### config.mk
export PLATFORM = sky130hd
export DESIGN_NAME = dram_sc_rd_ret_flat
export DESIGN_NICKNAME = d
export VERILOG_FILES = /design/src/rtl/dram_sc_pkg.sv /design/src/rtl/dram_sc_rd_ret_if.sv /design/src/rtl/dram_sc_idq.sv /design/src/rtl/dram_sc_rd_ret.sv /design/src/flat_wrapper.sv
export SDC_FILE = /design/constraint.sdc
export NUM_CORES = 1
export LEC_CHECK = 0
export BUFFER_PORTS_ARGS = -buffer_cell sky130_fd_sc_hd__buf_2
export CAP_MARGIN = 25
export CORE_MARGIN = 2
export CORE_UTILIZATION = 40
export CTS_CLUSTER_SIZE = 16
export DETAILED_ROUTE_END_ITERATION = 8
export PLACE_DENSITY = 0.61
export SYNTH_ARGS = -nofsm -noshare
export SYNTH_HDL_FRONTEND = slang
export SYNTH_HIERARCHICAL = 1
export SYNTH_SLANG_ARGS = --single-unit
### constraint.sdc
create_clock -name clk -period 3.1 [get_ports clk]
set_clock_uncertainty 0.2 [all_clocks]
set_input_delay 0.62 -clock clk [delete_from_list [all_inputs] [get_ports clk]]
set_output_delay 0.62 -clock clk [all_outputs]
set_load 0.03 [all_outputs]
### src/rtl/dram_sc_pkg.sv
// dram_sc_pkg: shared constants and types for the DRAM-to-sctag read-return
// path. It holds the pending-queue depth default, the beat and ECC widths,
// the number of chunks per cache line and the request-tag width.
// Ports: none (package).
package dram_sc_pkg;

  localparam int RDQ_DEPTH_DEF   = 4;
  localparam int BEAT_W          = 128;
  localparam int ECC_W           = 28;
  localparam int CHUNKS_PER_LINE = 4;
  localparam int REQ_ID_W        = 3;
  localparam int CHUNK_W         = $clog2(CHUNKS_PER_LINE);

  typedef logic [CHUNK_W-1:0]  chunk_t;
  typedef logic [REQ_ID_W-1:0] req_id_t;

  // One return beat as it travels down the r0..r2 data pipeline.
  typedef struct packed {
    logic [BEAT_W-1:0] data;
    logic [ECC_W-1:0]  ecc;
    logic              secc;
    logic              mecc;
  } beat_t;

  // The final beat of a line retires the request at the queue head.
  function automatic logic is_last_chunk(input chunk_t c);
    return c == chunk_t'(CHUNKS_PER_LINE - 1);
  endfunction

endpackage

### src/rtl/dram_sc_rd_ret_if.sv
// dram_sc_rd_ret_if: bundles the sctag request side, the DRAM core return
// side and the sctag/scbuf result side of the read-return block.
// Ports: none; signals are reached through the modports.
//   master : the surrounding system (drives requests and DRAM beats)
//   slave  : dram_sc_rd_ret (drives ack, r0 tag info, r2 data, error flag)
//
// Handshake: sctag_dram_rd_req is a request level held high until the
// one-cycle dram_sctag_rd_ack pulse is seen; the ack follows acceptance by
// one cycle and the requester may drop or change the request in the ack
// cycle. DRAM beats (dram_rd_data_vld) have no backpressure: each valid
// cycle is one beat and must be consumed.
interface dram_sc_rd_ret_if;
  import dram_sc_pkg::*;

  logic              sctag_dram_rd_req;
  logic              sctag_dram_rd_dummy_req;
  req_id_t           sctag_dram_rd_req_id;
  logic              dram_rd_data_vld;
  logic [BEAT_W-1:0] dram_rd_data;
  logic [ECC_W-1:0]  dram_rd_ecc;
  logic              dram_rd_secc;
  logic              dram_rd_mecc;

  logic              dram_sctag_rd_ack;
  logic              dram_sctag_data_vld_r0;
  chunk_t            dram_sctag_chunk_id_r0;
  req_id_t           dram_sctag_rd_req_id_r0;
  logic [BEAT_W-1:0] dram_scbuf_data_r2;
  logic [ECC_W-1:0]  dram_scbuf_ecc_r2;
  logic              dram_sctag_secc_err_r2;
  logic              dram_sctag_mecc_err_r2;
  logic              dram_rdret_proto_err;

  modport master (
    output sctag_dram_rd_req, sctag_dram_rd_dummy_req, sctag_dram_rd_req_id,
    output dram_rd_data_vld, dram_rd_data, dram_rd_ecc, dram_rd_secc, dram_rd_mecc,
    input  dram_sctag_rd_ack, dram_sctag_data_vld_r0, dram_sctag_chunk_id_r0,
    input  dram_sctag_rd_req_id_r0, dram_scbuf_data_r2, dram_scbuf_ecc_r2,
    input  dram_sctag_secc_err_r2, dram_sctag_mecc_err_r2, dram_rdret_proto_err
  );

  modport slave (
    input  sctag_dram_rd_req, sctag_dram_rd_dummy_req, sctag_dram_rd_req_id,
    input  dram_rd_data_vld, dram_rd_data, dram_rd_ecc, dram_rd_secc, dram_rd_mecc,
    output dram_sctag_rd_ack, dram_sctag_data_vld_r0, dram_sctag_chunk_id_r0,
    output dram_sctag_rd_req_id_r0, dram_scbuf_data_r2, dram_scbuf_ecc_r2,
    output dram_sctag_secc_err_r2, dram_sctag_mecc_err_r2, dram_rdret_proto_err
  );

endinterface

### src/rtl/dram_sc_idq.sv
// dram_sc_idq: synchronous FIFO holding the tags of accepted, not yet
// returned reads, in request order.
// Ports:
//   clk, rst     : clock, synchronous active-high reset (empties the queue)
//   push_i       : write push_data_i at the tail (ignored when full)
//   push_data_i  : tag to enqueue
//   pop_i        : drop the head entry (ignored when empty)
//   full_o       : count == DEPTH
//   empty_o      : count == 0
//   head_o       : oldest tag; only meaningful when not empty
// Push and pop in the same cycle both take effect and leave count unchanged.
module dram_sc_idq #(
  parameter int DEPTH = 4,
  parameter int W     = 3
) (
  input  logic         clk,
  input  logic         rst,
  input  logic         push_i,
  input  logic [W-1:0] push_data_i,
  input  logic         pop_i,
  output logic         full_o,
  output logic         empty_o,
  output logic [W-1:0] head_o
);

  localparam int PW = (DEPTH > 1) ? $clog2(DEPTH) : 1;
  localparam int CW = $clog2(DEPTH + 1);

  logic [W-1:0]  mem_q [DEPTH];
  logic [PW-1:0] wr_ptr_q, rd_ptr_q;
  logic [CW-1:0] count_q;
  logic          do_push, do_pop;

  assign full_o  = (count_q == CW'(DEPTH));
  assign empty_o = (count_q == '0);
  assign head_o  = mem_q[rd_ptr_q];
  assign do_push = push_i & ~full_o;
  assign do_pop  = pop_i & ~empty_o;

  // Storage is not reset; count/pointers alone define validity.
  always_ff @(posedge clk) begin
    if (do_push) mem_q[wr_ptr_q] <= push_data_i;
  end

  // Depth is a power of two, so the pointers wrap on their own.
  always_ff @(posedge clk) begin
    if (rst) begin
      wr_ptr_q <= '0;
      rd_ptr_q <= '0;
      count_q  <= '0;
    end else begin
      if (do_push) wr_ptr_q <= wr_ptr_q + PW'(1);
      if (do_pop)  rd_ptr_q <= rd_ptr_q + PW'(1);
      if (do_push && !do_pop)      count_q <= count_q + CW'(1);
      else if (do_pop && !do_push) count_q <= count_q - CW'(1);
    end
  end

endmodule

### src/rtl/dram_sc_rd_ret.sv
// dram_sc_rd_ret: accepts sctag read requests, remembers the tags of real
// (non-dummy) reads in order, and tags each 4-beat DRAM return with its
// request id and chunk index. Tag information is presented at r0 (one cycle
// after the beat), data/ECC/error flags at r2 (three cycles after the beat).
// Ports:
//   clk, rst : clock, synchronous active-high reset
//   bus      : dram_sc_rd_ret_if.slave (requests, DRAM beats, results)
// A beat arriving with no pending request is dropped and latches the sticky
// protocol-error flag until reset.
module dram_sc_rd_ret
  import dram_sc_pkg::*;
#(
  parameter int RDQ_DEPTH = RDQ_DEPTH_DEF
) (
  input logic               clk,
  input logic               rst,
  dram_sc_rd_ret_if.slave   bus
);

  logic    idq_full, idq_empty;
  req_id_t idq_head;

  logic    ack_q, ack_d;
  logic    accept, push, beat_ok, beat_drop, pop;
  chunk_t  chunk_q, chunk_d;
  logic    proto_q, proto_d;

  // r0 tag stage and the three-deep data pipeline (r0 -> r1 -> r2).
  logic    vld_r0_q, vld_r1_q, vld_r2_q;
  chunk_t  chunk_r0_q;
  req_id_t id_r0_q;
  beat_t   beat_in, beat_r0_q, beat_r1_q, beat_r2_q;

  always_comb begin
    beat_in = '{data: bus.dram_rd_data, ecc: bus.dram_rd_ecc,
                secc: bus.dram_rd_secc, mecc: bus.dram_rd_mecc};
    // No new acceptance in the ack cycle, so a held request is acked once.
    accept    = bus.sctag_dram_rd_req & ~ack_q &
                (bus.sctag_dram_rd_dummy_req | ~idq_full);
    push      = accept & ~bus.sctag_dram_rd_dummy_req;
    beat_ok   = bus.dram_rd_data_vld & ~idq_empty;
    beat_drop = bus.dram_rd_data_vld & idq_empty;
    pop       = beat_ok & is_last_chunk(chunk_q);
    ack_d     = accept;
    chunk_d   = beat_ok ? chunk_q + chunk_t'(1) : chunk_q;
    proto_d   = proto_q | beat_drop;
  end

  dram_sc_idq #(
    .DEPTH (RDQ_DEPTH),
    .W     (REQ_ID_W)
  ) u_idq (
    .clk         (clk),
    .rst         (rst),
    .push_i      (push),
    .push_data_i (bus.sctag_dram_rd_req_id),
    .pop_i       (pop),
    .full_o      (idq_full),
    .empty_o     (idq_empty),
    .head_o      (idq_head)
  );

  always_ff @(posedge clk) begin
    if (rst) begin
      ack_q      <= 1'b0;
      chunk_q    <= '0;
      proto_q    <= 1'b0;
      vld_r0_q   <= 1'b0;
      vld_r1_q   <= 1'b0;
      vld_r2_q   <= 1'b0;
      chunk_r0_q <= '0;
      id_r0_q    <= '0;
      beat_r0_q  <= '0;
      beat_r1_q  <= '0;
      beat_r2_q  <= '0;
    end else begin
      ack_q      <= ack_d;
      chunk_q    <= chunk_d;
      proto_q    <= proto_d;
      vld_r0_q   <= beat_ok;
      vld_r1_q   <= vld_r0_q;
      vld_r2_q   <= vld_r1_q;
      // r0 tag fields read as zero whenever no beat is presented.
      chunk_r0_q <= beat_ok ? chunk_q : '0;
      id_r0_q    <= beat_ok ? idq_head : '0;
      // Data flops only move with a valid beat and otherwise hold.
      if (beat_ok)  beat_r0_q <= beat_in;
      if (vld_r0_q) beat_r1_q <= beat_r0_q;
      if (vld_r1_q) beat_r2_q <= beat_r1_q;
    end
  end

  assign bus.dram_sctag_rd_ack       = ack_q;
  assign bus.dram_sctag_data_vld_r0  = vld_r0_q;
  assign bus.dram_sctag_chunk_id_r0  = chunk_r0_q;
  assign bus.dram_sctag_rd_req_id_r0 = id_r0_q;
  assign bus.dram_scbuf_data_r2      = beat_r2_q.data;
  assign bus.dram_scbuf_ecc_r2       = beat_r2_q.ecc;
  // Held data may carry stale error bits; qualify them with the r2 valid.
  assign bus.dram_sctag_secc_err_r2  = vld_r2_q & beat_r2_q.secc;
  assign bus.dram_sctag_mecc_err_r2  = vld_r2_q & beat_r2_q.mecc;
  assign bus.dram_rdret_proto_err    = proto_q;

endmodule

### src/flat_wrapper.sv
// flat-port wrapper written by rule: the top's interface ports become plain ports
module dram_sc_rd_ret_flat import dram_sc_pkg::*;
#(
  parameter int RDQ_DEPTH = RDQ_DEPTH_DEF
)
  (clk, rst, bus_sctag_dram_rd_req, bus_sctag_dram_rd_dummy_req, bus_sctag_dram_rd_req_id, bus_dram_rd_data_vld, bus_dram_rd_data, bus_dram_rd_ecc, bus_dram_rd_secc, bus_dram_rd_mecc, bus_dram_sctag_rd_ack, bus_dram_sctag_data_vld_r0, bus_dram_sctag_chunk_id_r0, bus_dram_sctag_rd_req_id_r0, bus_dram_scbuf_data_r2, bus_dram_scbuf_ecc_r2, bus_dram_sctag_secc_err_r2, bus_dram_sctag_mecc_err_r2, bus_dram_rdret_proto_err);
  dram_sc_rd_ret_if bus_i ();
  input logic clk;
  input logic rst;
  input wire logic [$bits(bus_i.sctag_dram_rd_req)-1:0] bus_sctag_dram_rd_req;
  input wire logic [$bits(bus_i.sctag_dram_rd_dummy_req)-1:0] bus_sctag_dram_rd_dummy_req;
  input wire logic [$bits(bus_i.sctag_dram_rd_req_id)-1:0] bus_sctag_dram_rd_req_id;
  input wire logic [$bits(bus_i.dram_rd_data_vld)-1:0] bus_dram_rd_data_vld;
  input wire logic [$bits(bus_i.dram_rd_data)-1:0] bus_dram_rd_data;
  input wire logic [$bits(bus_i.dram_rd_ecc)-1:0] bus_dram_rd_ecc;
  input wire logic [$bits(bus_i.dram_rd_secc)-1:0] bus_dram_rd_secc;
  input wire logic [$bits(bus_i.dram_rd_mecc)-1:0] bus_dram_rd_mecc;
  output wire logic [$bits(bus_i.dram_sctag_rd_ack)-1:0] bus_dram_sctag_rd_ack;
  output wire logic [$bits(bus_i.dram_sctag_data_vld_r0)-1:0] bus_dram_sctag_data_vld_r0;
  output wire logic [$bits(bus_i.dram_sctag_chunk_id_r0)-1:0] bus_dram_sctag_chunk_id_r0;
  output wire logic [$bits(bus_i.dram_sctag_rd_req_id_r0)-1:0] bus_dram_sctag_rd_req_id_r0;
  output wire logic [$bits(bus_i.dram_scbuf_data_r2)-1:0] bus_dram_scbuf_data_r2;
  output wire logic [$bits(bus_i.dram_scbuf_ecc_r2)-1:0] bus_dram_scbuf_ecc_r2;
  output wire logic [$bits(bus_i.dram_sctag_secc_err_r2)-1:0] bus_dram_sctag_secc_err_r2;
  output wire logic [$bits(bus_i.dram_sctag_mecc_err_r2)-1:0] bus_dram_sctag_mecc_err_r2;
  output wire logic [$bits(bus_i.dram_rdret_proto_err)-1:0] bus_dram_rdret_proto_err;
  assign bus_i.sctag_dram_rd_req = bus_sctag_dram_rd_req;
  assign bus_i.sctag_dram_rd_dummy_req = bus_sctag_dram_rd_dummy_req;
  assign bus_i.sctag_dram_rd_req_id = bus_sctag_dram_rd_req_id;
  assign bus_i.dram_rd_data_vld = bus_dram_rd_data_vld;
  assign bus_i.dram_rd_data = bus_dram_rd_data;
  assign bus_i.dram_rd_ecc = bus_dram_rd_ecc;
  assign bus_i.dram_rd_secc = bus_dram_rd_secc;
  assign bus_i.dram_rd_mecc = bus_dram_rd_mecc;
  assign bus_dram_sctag_rd_ack = bus_i.dram_sctag_rd_ack;
  assign bus_dram_sctag_data_vld_r0 = bus_i.dram_sctag_data_vld_r0;
  assign bus_dram_sctag_chunk_id_r0 = bus_i.dram_sctag_chunk_id_r0;
  assign bus_dram_sctag_rd_req_id_r0 = bus_i.dram_sctag_rd_req_id_r0;
  assign bus_dram_scbuf_data_r2 = bus_i.dram_scbuf_data_r2;
  assign bus_dram_scbuf_ecc_r2 = bus_i.dram_scbuf_ecc_r2;
  assign bus_dram_sctag_secc_err_r2 = bus_i.dram_sctag_secc_err_r2;
  assign bus_dram_sctag_mecc_err_r2 = bus_i.dram_sctag_mecc_err_r2;
  assign bus_dram_rdret_proto_err = bus_i.dram_rdret_proto_err;
  dram_sc_rd_ret #(.RDQ_DEPTH(RDQ_DEPTH)) u_core (.clk(clk), .rst(rst), .bus(bus_i));
endmodule
**After elaboration in Yosys (flattened, before gate mapping)**

Memory sizes are Yosys's and may differ from the RTL's. A register that Yosys moved wholly into a read port is not among the register bits.
Cells that the tools add are included.

- Add/sub/neg operators: 5
- Multiply operators: 0
- Divide/modulo/power cells: 0
- Magnitude comparators: 0
- Equality and inequality tests: 2
- Shift operators: 0
- Muxes and demuxes: 4
- Bitwise operators: 17
- Reductions and logical operators: 7

Operator list:

| cell | count |
|---|---|
| AND 1 bit | 10 |
| adder 2 x 1 -> 2 bit, second input constant | 3 |
| two-way mux 3 bit | 2 |
| NOT 1 bit | 5 |
| adder 3 x 1 -> 3 bit, second input constant | 1 |
| equality test 3 bit, second input constant | 1 |
| zero test 3 bit | 1 |
| subtractor 3 x 1 -> 3 bit, second input constant | 1 |
| equality test 2 bit, second input constant | 1 |
| logical AND 1 bit | 2 |
| zero test 1 bit | 2 |
| two-way mux 1 bit | 2 |
| bitwise OR 1 bit | 2 |
| nonzero test 2 bit | 1 |
| OR reduction 2 bit | 1 |

- Register bits after elaboration: 490
- Latch bits: 0
- Bits in writable memories: 12
- Memory bits (read-only): 0
- Input bits: 166
- Memories: 1

Memory list:

| name | depth | bits a word | rd ports | clocked after Yosys merged registers in | wr ports | line | source |
|---|---|---|---|---|---|---|---|
| u_core.u_idq.mem_q | 4 | 3 | 1 | 1 | 1 | dram_sc_idq.sv:29 | `logic [W-1:0] mem_q [DEPTH];` |

**Longest topological paths before layout**

Gate-level depths: netlist of the first run.

- Depth after elaboration: 10
- Depth in mapped cells: 14

**By module**

The synthesis of the first run kept the hierarchy.

By module, submodules not included:

| module | instances | cells each | area each (sq um) |
|---|---|---|---|
| dram_sc_rd_ret | 1 | 1934 | 19937.9 |
| dram_sc_idq | 1 | 63 | 904.6 |

**Worst setup path after synthesis of the first run**

Ideal clock, no wire load.

- Kind: input-to-reg
- From: input bus_dram_rd_data_vld
- To: register u_core.u_idq.count_q[2]
- Setup time: 0.070 ns
- Data arrival time: 2.676 ns
- Data required time: 2.830 ns
- Setup slack: 0.154 ns
- Cell stages on the path: 13
- Buffers on the path: 4
- Path through: buf_6 -> nor2b_4 -> buf_6 -> buf_6 -> buf_6 -> and2_1 -> o31ai_2 -> ha_1 -> inv_1 -> fa_1 -> xor2_1 -> or3_1 -> a21oi_1

- Longest elaborated chain between the ends: 6

RTL lines:

| element | line | source |
|---|---|---|
| start: declaration | flat_wrapper.sv:13 | `input wire logic [$bits(bus_i.dram_rd_data_vld)-1:0] bus_dram_rd_data_vld;` |
| AND 1 bit * | dram_sc_rd_ret.sv:41 | `beat_ok = bus.dram_rd_data_vld & ~idq_empty;` |
| AND 1 bit * | dram_sc_rd_ret.sv:43 | `pop = beat_ok & is_last_chunk(chunk_q);` |
| via u_core.pop | dram_sc_rd_ret.sv:24 | `logic accept, push, beat_ok, beat_drop, pop;` |
| AND 1 bit * | dram_sc_idq.sv:38 | `assign do_pop = pop_i & ~empty_o;` |
| zero test 1 bit | dram_sc_idq.sv:54 | `if (do_push && !do_pop) count_q <= count_q + CW'(1);` |
| logical AND 1 bit | dram_sc_idq.sv:54 |  |
| two-way mux 3 bit or nonzero test 2 bit (tied branches) | n/a |  |
| end signal: assignment | dram_sc_idq.sv:54 |  |
| end signal: assignment | dram_sc_idq.sv:55 | `else if (do_pop && !do_push) count_q <= count_q - CW'(1);` |
| end: declaration | dram_sc_idq.sv:31 | `logic [CW-1:0] count_q;` |

The timed path passes the listed nets; every way through them passes the cells marked *.
A chain may end at the register's enable or synchronous reset.

**Worst setup path after layout of the first run**

- From: register u_core.u_idq.count_q[0]
- To: register u_core.u_idq.count_q[2]

- Longest elaborated chain between the ends: 9

RTL lines:

| element | line | source |
|---|---|---|
| equality test 3 bit * | dram_sc_idq.sv:34 | `assign full_o = (count_q == CW'(DEPTH));` |
| via u_core.idq_full | dram_sc_rd_ret.sv:20 | `logic idq_full, idq_empty;` |
| NOT 1 bit * | dram_sc_rd_ret.sv:39 | `(bus.sctag_dram_rd_dummy_req \| ~idq_full);` |
| bitwise OR 1 bit * | dram_sc_rd_ret.sv:39 |  |
| AND 1 bit * | dram_sc_rd_ret.sv:38 | `accept = bus.sctag_dram_rd_req & ~ack_q &` |
| AND 1 bit * | dram_sc_rd_ret.sv:40 | `push = accept & ~bus.sctag_dram_rd_dummy_req;` |
| via u_core.push | dram_sc_rd_ret.sv:24 |  |
| AND 1 bit * | dram_sc_idq.sv:37 | `assign do_push = push_i & ~full_o;` |
| via u_core.u_idq.do_push | dram_sc_idq.sv:32 | `logic do_push, do_pop;` |
| zero test 1 bit | dram_sc_idq.sv:55 |  |
| logical AND 1 bit | dram_sc_idq.sv:55 |  |
| nonzero test 2 bit (no source line) | n/a |  |

The timed path passes the listed nets; every way through them passes the cells marked *. The select of a mux whose other input is x is not followed.

==> results by group, run 1 <==
Timing
  • Slew Limit Fails: 0
  • RSZ-0062 raised after global routing: false
  • Normalized max-slew margin: 40.3%
  • Final period utilization: 88.9%
  • Crit path time final: 2.76 ns
  • Final setup violating endpoints: 0
  • Peak Freq: 363 MHz
  • Slew @ Worst Pin: 0.895 ns
  • Worst setup margin: 0.343 ns
  • Final Hold Fails: 0
  • Post-route setup TNS: 0 ns

Route
  • Via density per instance: 4.89
  • Antenna viol nets, final: 0
  • Routed len/inst: 16.8 um
  • Drt drc: 0
  • Initial DRC count: 724
  • Post-Route WL: 47.3 mm
  • DRT Pass-1 Iters: 7
  • Vias post-DR: 13.8k

Clock network
  • # hold bufs at CTS: 0
  • CTS max path bufs: 3
  • CTS H-tree depth: 2
  • CTS resizes: 0
  • Post-CTS setup buffer count: 0
  • Clk root buf: clkbuf_16
  • TritonCTS Buffers: 54
  • Clk slew on worst S/H paths: 0.06 ns
  • CTS tree: done
  • Later-pin clock latency in the skew report: 0.59 ns
  • # clock sinks: 507

Cells and area
  • Share of cells above drive strength 1: 21.3%
  • Most common cell after layout, fill and taps aside: dfxtp_1
  • Register area: 10300 sq um
  • Most frequent cells in the layout: dfxtp_1, buf_2, nor2_1
  • Area growth, synth to finish: 12.6%
  • Final Cell Area: 23500 sq um
  • Final core utilization: 45.6%
  • Nets: 2265
  • Multi-input gate area in the final layout: 8440 sq um
  • Fill count: 4848

Die
  • Die area: 53900 sq um
  • Initial core utilization: 40.5%
  • Ports: 332
  • # rows: 83
  • Core area: 51400 sq um
  • Die Wd: 232 um
  • Die height: 232 um

Logic synthesis
  • Synthesized instance count: 1997
  • Seq/Total Area, Yosys: 49.3%
  • Syn Area/Cell: 10.4 sq um
  • Synthesized Nets: 2170
  • Synth Warn #: 6
  • Mapped cell area: 20800 sq um
  • Number of synthesized register bits: 507
  • Synth cell types: 31

Min path
  • Hold Crit Class: input port to flip-flop

Placement
  • Final HPWL DP: 28.6 mm
  • Dpl ws: 0.291 ns
  • Gp weighted congestion: 0.775
  • Port Buffers: 331
  • Placed inst area: 21600 sq um

Setup path
  • Critical path cell sequence: nor3b_4 -> nor3_1 -> inv_2 -> nor2_2 -> ha_1 -> inv_1 -> fa_1 -> xor2_1 -> or3_1 -> a21oi_1
  • WS Path Type: flip-flop to flip-flop
  • Slowest cell on the critical path: dfxtp_1
  • CP endpoint kind: flip-flop
  • CP Launch Type: flip-flop
  • Crit path required time: 3.42 ns
  • Worst Path Arrival: 3.07 ns
  • Crit-path max cell delay: 0.54 ns
  • Crit path max fanout: 6

Outcome
  • Outcome: finished clean

Power and ir drop
  • Worst vdd ir: 0.479 mV
  • Sw Ratio: 23.3%
  • Internal Power: 11.3 mW
  • Gate power share: 9.2%
  • Part of the power in registers: 46.9%
  • NetSw: 3.43 mW
  • Clock share of power: 43.9%
  • Leak pwr: 8.88 nW
  • Design Power: 14.7 mW
  • Pwr Density: 628 nW/um^2

Global routing
  • Initial antenna violation count: 12
  • Total GRT Usage: 17.0%
  • Vias in the first global route: 13.7k
  • Global route overflow: 0
  • Largest net degree at the start of global routing: 162
  • Global-route wire length before repair: 74.4 mm

Flow run
  • Max_cap viols: 0
final timing paths:
kind              cells past startpoint  slack [ns]                   startpoint                        to
setup / recovery                     10        0.34      u_core/u_idq/count_q[0]   u_core/u_idq/count_q[2]
hold / removal                        1        0.06  bus_sctag_dram_rd_req_id[2]  u_core/u_idq/mem_q[2][2]
setup reg to reg                     10        0.34      u_core/u_idq/count_q[0]   u_core/u_idq/count_q[2]
hold reg to reg                       2        0.26          u_core/beat_r0_q[0]       u_core/beat_r0_q[0]
power by group through the flow:
stage | clock, mW | sequential, mW | combinational (mW)
2_1_floorplan | 0 | 7.00 | 1.04
3_3_place_gp | 0 | 7.04 | 1.35
3_5_place_dp | 0 | 7.05 | 1.37
4_1_cts | 6.64 | 6.91 | 1.37
5_1_grt | 6.92 | 6.93 | 1.47
6_report | 6.46 | 6.91 | 1.36
synth_stat cells (all sizes together):
library cell / instances / area, sq um
nor2: 324 / 1220
ha: 6 / 75.1
nand2b: 162 / 1010
clkbuf: 69 / 263
mux2: 1 / 15.0
edfxtp: 12 / 360
mux2i: 318 / 3180
o31ai: 1 / 12.5
nor2b: 5 / 38.8
a21oi: 3 / 15.0
inv: 4 / 15.0
and2: 12 / 75.1
o311ai: 1 / 8.76
nor3: 3 / 15.0
nor3b: 2 / 31.3
o21ai: 161 / 806
mux4: 3 / 67.6
nand4bb: 159 / 1790
or3: 2 / 12.5
xor2: 4 / 35.0
fa: 1 / 20.0
dfxtp: 495 / 9910
buf: 249 / 1860
per-stage QoR:
step	instances	hold slack, ns
final	2817	0.0575
after global routing	2815	0.0369
after CTS	2812	0.0205
after detailed placement	2716	0.255
after global placement	2716	0.242
after floorplan	1997	0.241
cell families after synthesis:
group / synth area share (%)
AND/OR/NAND/NOR: 20.1
adder cells (fa/ha/maj): 0.456
XOR/XNOR: 0.168
buffers and inverters: 10.3
AO/OA/AOI/OAI: 4.04
flip-flops: 49.3
multiplexers: 15.7
worst max-delay path, delay by kind of cell, from the launching register on:
kind / cells / cell delay, ns
AOI/OAI and AO/OA: 1 / 0.13
xor gates and xnor gates: 1 / 0.17
adders and majority gates: 2 / 0.62
buffers and inverters: 2 / 0.15
DFF: 1 / 0.54
and+or+nand+nor: 4 / 0.88
cell type report:
| type | count | area share, % |
|---|---|---|
| well taps | 680 | 3.63 |
| repair buffers | 357 | 8.82 |
| clock inverters | 17 | 0.821 |
| clock buffers | 79 | 6.85 |
| multi-input cells | 1168 | 36.0 |
| diodes | 5 | 0.0533 |
| flip-flops and latches | 507 | 43.8 |
| inverters | 4 | 0.0640 |
layer usage:
metal / wire, um / global-route usage (%)
met5: 80 / 0
met4: 924 / 5.27
met3: 3110 / 4.68
met2: 21800 / 27.3
met1: 21400 / 22.2
flip-flops by register name (all words and copies together) (netlist names), 2 cells and up, named ones only:
register	flops
u_core/beat_r0_q	158
u_core/beat_r1_q	158
u_core/bus.dram_scbuf_data_r2	128
u_core/bus.dram_scbuf_ecc_r2	28
u_core/u_idq/mem_q	12
u_core/bus.dram_sctag_rd_req_id_r0	3
u_core/u_idq/count_q	3
u_core/beat_r2_q	2
u_core/bus.dram_sctag_chunk_id_r0	2
u_core/chunk_q	2
u_core/u_idq/rd_ptr_q	2
u_core/u_idq/wr_ptr_q	2
Power figures use the tool's default switching activity.
==> inputs of run 2 (changes only) <==
- clock period: 3.1 -> 2.25 ns (I/O delays scaled with it)
==> run 2 against run 1 <==
Net effect: the flow now finishes with violations (negative setup slack); wire length is 3.0% higher; fmax grew 20%; setup slack worse by 0.39 ns.
==> results by group, run 2 (synthesis gave the netlist of run 1 again) <==
Outcome
  • Outcome: complete, but fails checks
  • Failing checks: negative setup slack

Setup path
  • CP endpoint kind: flip-flop
  • CP Launch Type: flip-flop
  • Crit path required time: 2.56 ns
  • Crit path max fanout: 4
  • WS Path Type: flip-flop to flip-flop
  • Worst Path Arrival: 2.61 ns

Clock network
  • Clk root buf: clkbuf_16
  • CTS tree: done
  • CTS max path bufs: 3
  • Clk slew on worst S/H paths: 0.06 ns
  • TritonCTS Buffers: 53
  • # clock sinks: 507
  • CTS H-tree depth: 2
  • Later-pin clock latency in the skew report: 0.58 ns

Timing
  • Slew @ Worst Pin: 1.00 ns
  • Final setup violating endpoints: 1
  • Slew Limit Fails: 0
  • Worst setup margin: -0.0468 ns
  • Normalized max-slew margin: 33.1%
  • Final period utilization: 102%
  • RSZ-0062 raised after global routing: true
  • Peak Freq: 435 MHz
  • Final Hold Fails: 0
  • Crit path time final: 2.30 ns
  • Post-route setup TNS: -0.0468 ns

Flow run
  • Max_cap viols: 0

Placement
  • Port Buffers: 331
  • Final HPWL DP: 30.0 mm
  • Gp weighted congestion: 0.790
  • Placed inst area: 22000 sq um

Die
  • Initial core utilization: 40.5%
  • Ports: 332
  • Die area: 53900 sq um
  • # rows: 83
  • Core area: 51400 sq um
  • Die height: 232 um
  • Die Wd: 232 um

Route
  • Routed len/inst: 16.2 um
  • DRT Pass-1 Iters: 5
  • Drt drc: 0
  • Antenna viol nets, final: 0
  • Via density per instance: 4.81
  • Initial DRC count: 653
  • Post-Route WL: 48.8 mm
  • Vias post-DR: 14.5k

Cells and area
  • Final core utilization: 49.4%
  • Share of cells above drive strength 1: 21.5%
  • Most common cell after layout, fill and taps aside: dfxtp_1
  • Most frequent cells in the layout: dfxtp_1, buf_2, nor2_1
  • Final Cell Area: 25400 sq um
  • Nets: 2460
  • Area growth, synth to finish: 21.8%

Global routing
  • Global route overflow: 0
  • Largest net degree at the start of global routing: 85
  • Initial antenna violation count: 5
  • Global-route wire length before repair: 77.4 mm
  • Vias in the first global route: 14.3k
  • Total GRT Usage: 17.6%

Power and ir drop
  • Internal Power: 15.4 mW
  • Worst vdd ir: 0.531 mV
  • Part of the power in registers: 46.8%
  • Pwr Density: 799 nW/um^2
  • Leak pwr: 9.71 nW
  • Sw Ratio: 24.1%
  • NetSw: 4.89 mW
  • Clock share of power: 42.3%
  • Gate power share: 10.9%

Min path
  • Hold Crit Class: input port to flip-flop
-- run 2: cell count changes in the layout (fill, tap and decap cells not counted), moves of 2 or more --
cell,before,now
dfxtp_4,2,4
diode_2,5,2
clkinv_4,1,3
dlygate4sd3_1,0,163
buf_6,1,3
dfxtp_1,493,490
buf_4,10,36
bufinv_16,4,1
buf_12,16,21
clkinv_2,11,14
clkinvlp_4,0,4
-- run 2: critical path: stages (launching register included) --
cell and delay [ns]:
dfxtp_4 0.37, nor3_4 0.21, nor2b_4 0.06, and2_4 0.17
o31ai_4 0.06, ha_2 0.23, inv_2 0.04, fa_2 0.32
xor2_1 0.15, or3_1 0.32, a21oi_2 0.11
-- run 2: layout make-up --
cell class | count | area (sq um)
Antenna cell | 2 | 5.00
Clock buffer | 77 | 1570
Clock inverter | 23 | 165
Fill cell | 4718 | 26000
Inverter | 4 | 15.0
Multi-Input combinational cell | 1168 | 8470
Sequential cell | 507 | 10300
Tap cell | 680 | 851
Timing Repair Buffer | 553 | 4020
-- run 2: final timing paths --
kind / slack [ns] / end / cells past startpoint / start
worst max-delay path: -0.05 / u_core/u_idq/count_q[2] / 10 / u_core/u_idq/count_q[1]
worst max register to register: -0.05 / u_core/u_idq/count_q[2] / 10 / u_core/u_idq/count_q[1]
worst min register to register: 0.26 / u_core/beat_r0_q[31] / 2 / u_core/beat_r0_q[31]
worst min-delay path: 0.03 / u_core/bus.dram_scbuf_data_r2[93] / 2 / rst
-- run 2: routing by layer --
layer | global-route usage (%) | wire, um | vias to the layer above
met4 | 5.23 | 973 | 6
li1 | - | - | 7196
met2 | 28.7 | 22700 | 335
met5 | 0 | 35 | -
met3 | 4.57 | 3110 | 73
met1 | 22.8 | 21900 | 6893
-- run 2: stage by stage --
| stage | hold slack (ns) | cells | setup WS [ns] | total power, mW |
|---|---|---|---|---|
| floorplan | 0.241 | 1997 | -0.462 | 11.1 |
| global placement | 0.244 | 2747 | -0.180 | 11.6 |
| detailed placement | 0.253 | 2747 | -0.168 | 11.7 |
| CTS | 0.0212 | 3011 | -0.0500 | 20.6 |
| global route | 0.0325 | 3014 | -0.159 | 21.1 |
| finish | 0.0349 | 3014 | -0.0468 | 20.3 |
-- run 2: what timing repair did --
action	4_1_cts	5_1_grt
pin swaps	1	2
setup endpoints to repair	1	20
hold endpoints to repair	171	0
gates resized for setup	1	3
gates cloned	0	0
setup buffers	1	1
hold buffers	163	0
-- run 2: power groups by stage --
stage / Sequential [mW] / Clock (mW) / Combinational, mW
global placement: 9.68 / 0 / 1.96
floorplan: 9.66 / 0 / 1.44
CTS: 9.50 / 8.84 / 2.22
detailed placement: 9.70 / 0 / 1.98
global route: 9.53 / 9.19 / 2.39
finish: 9.50 / 8.57 / 2.21
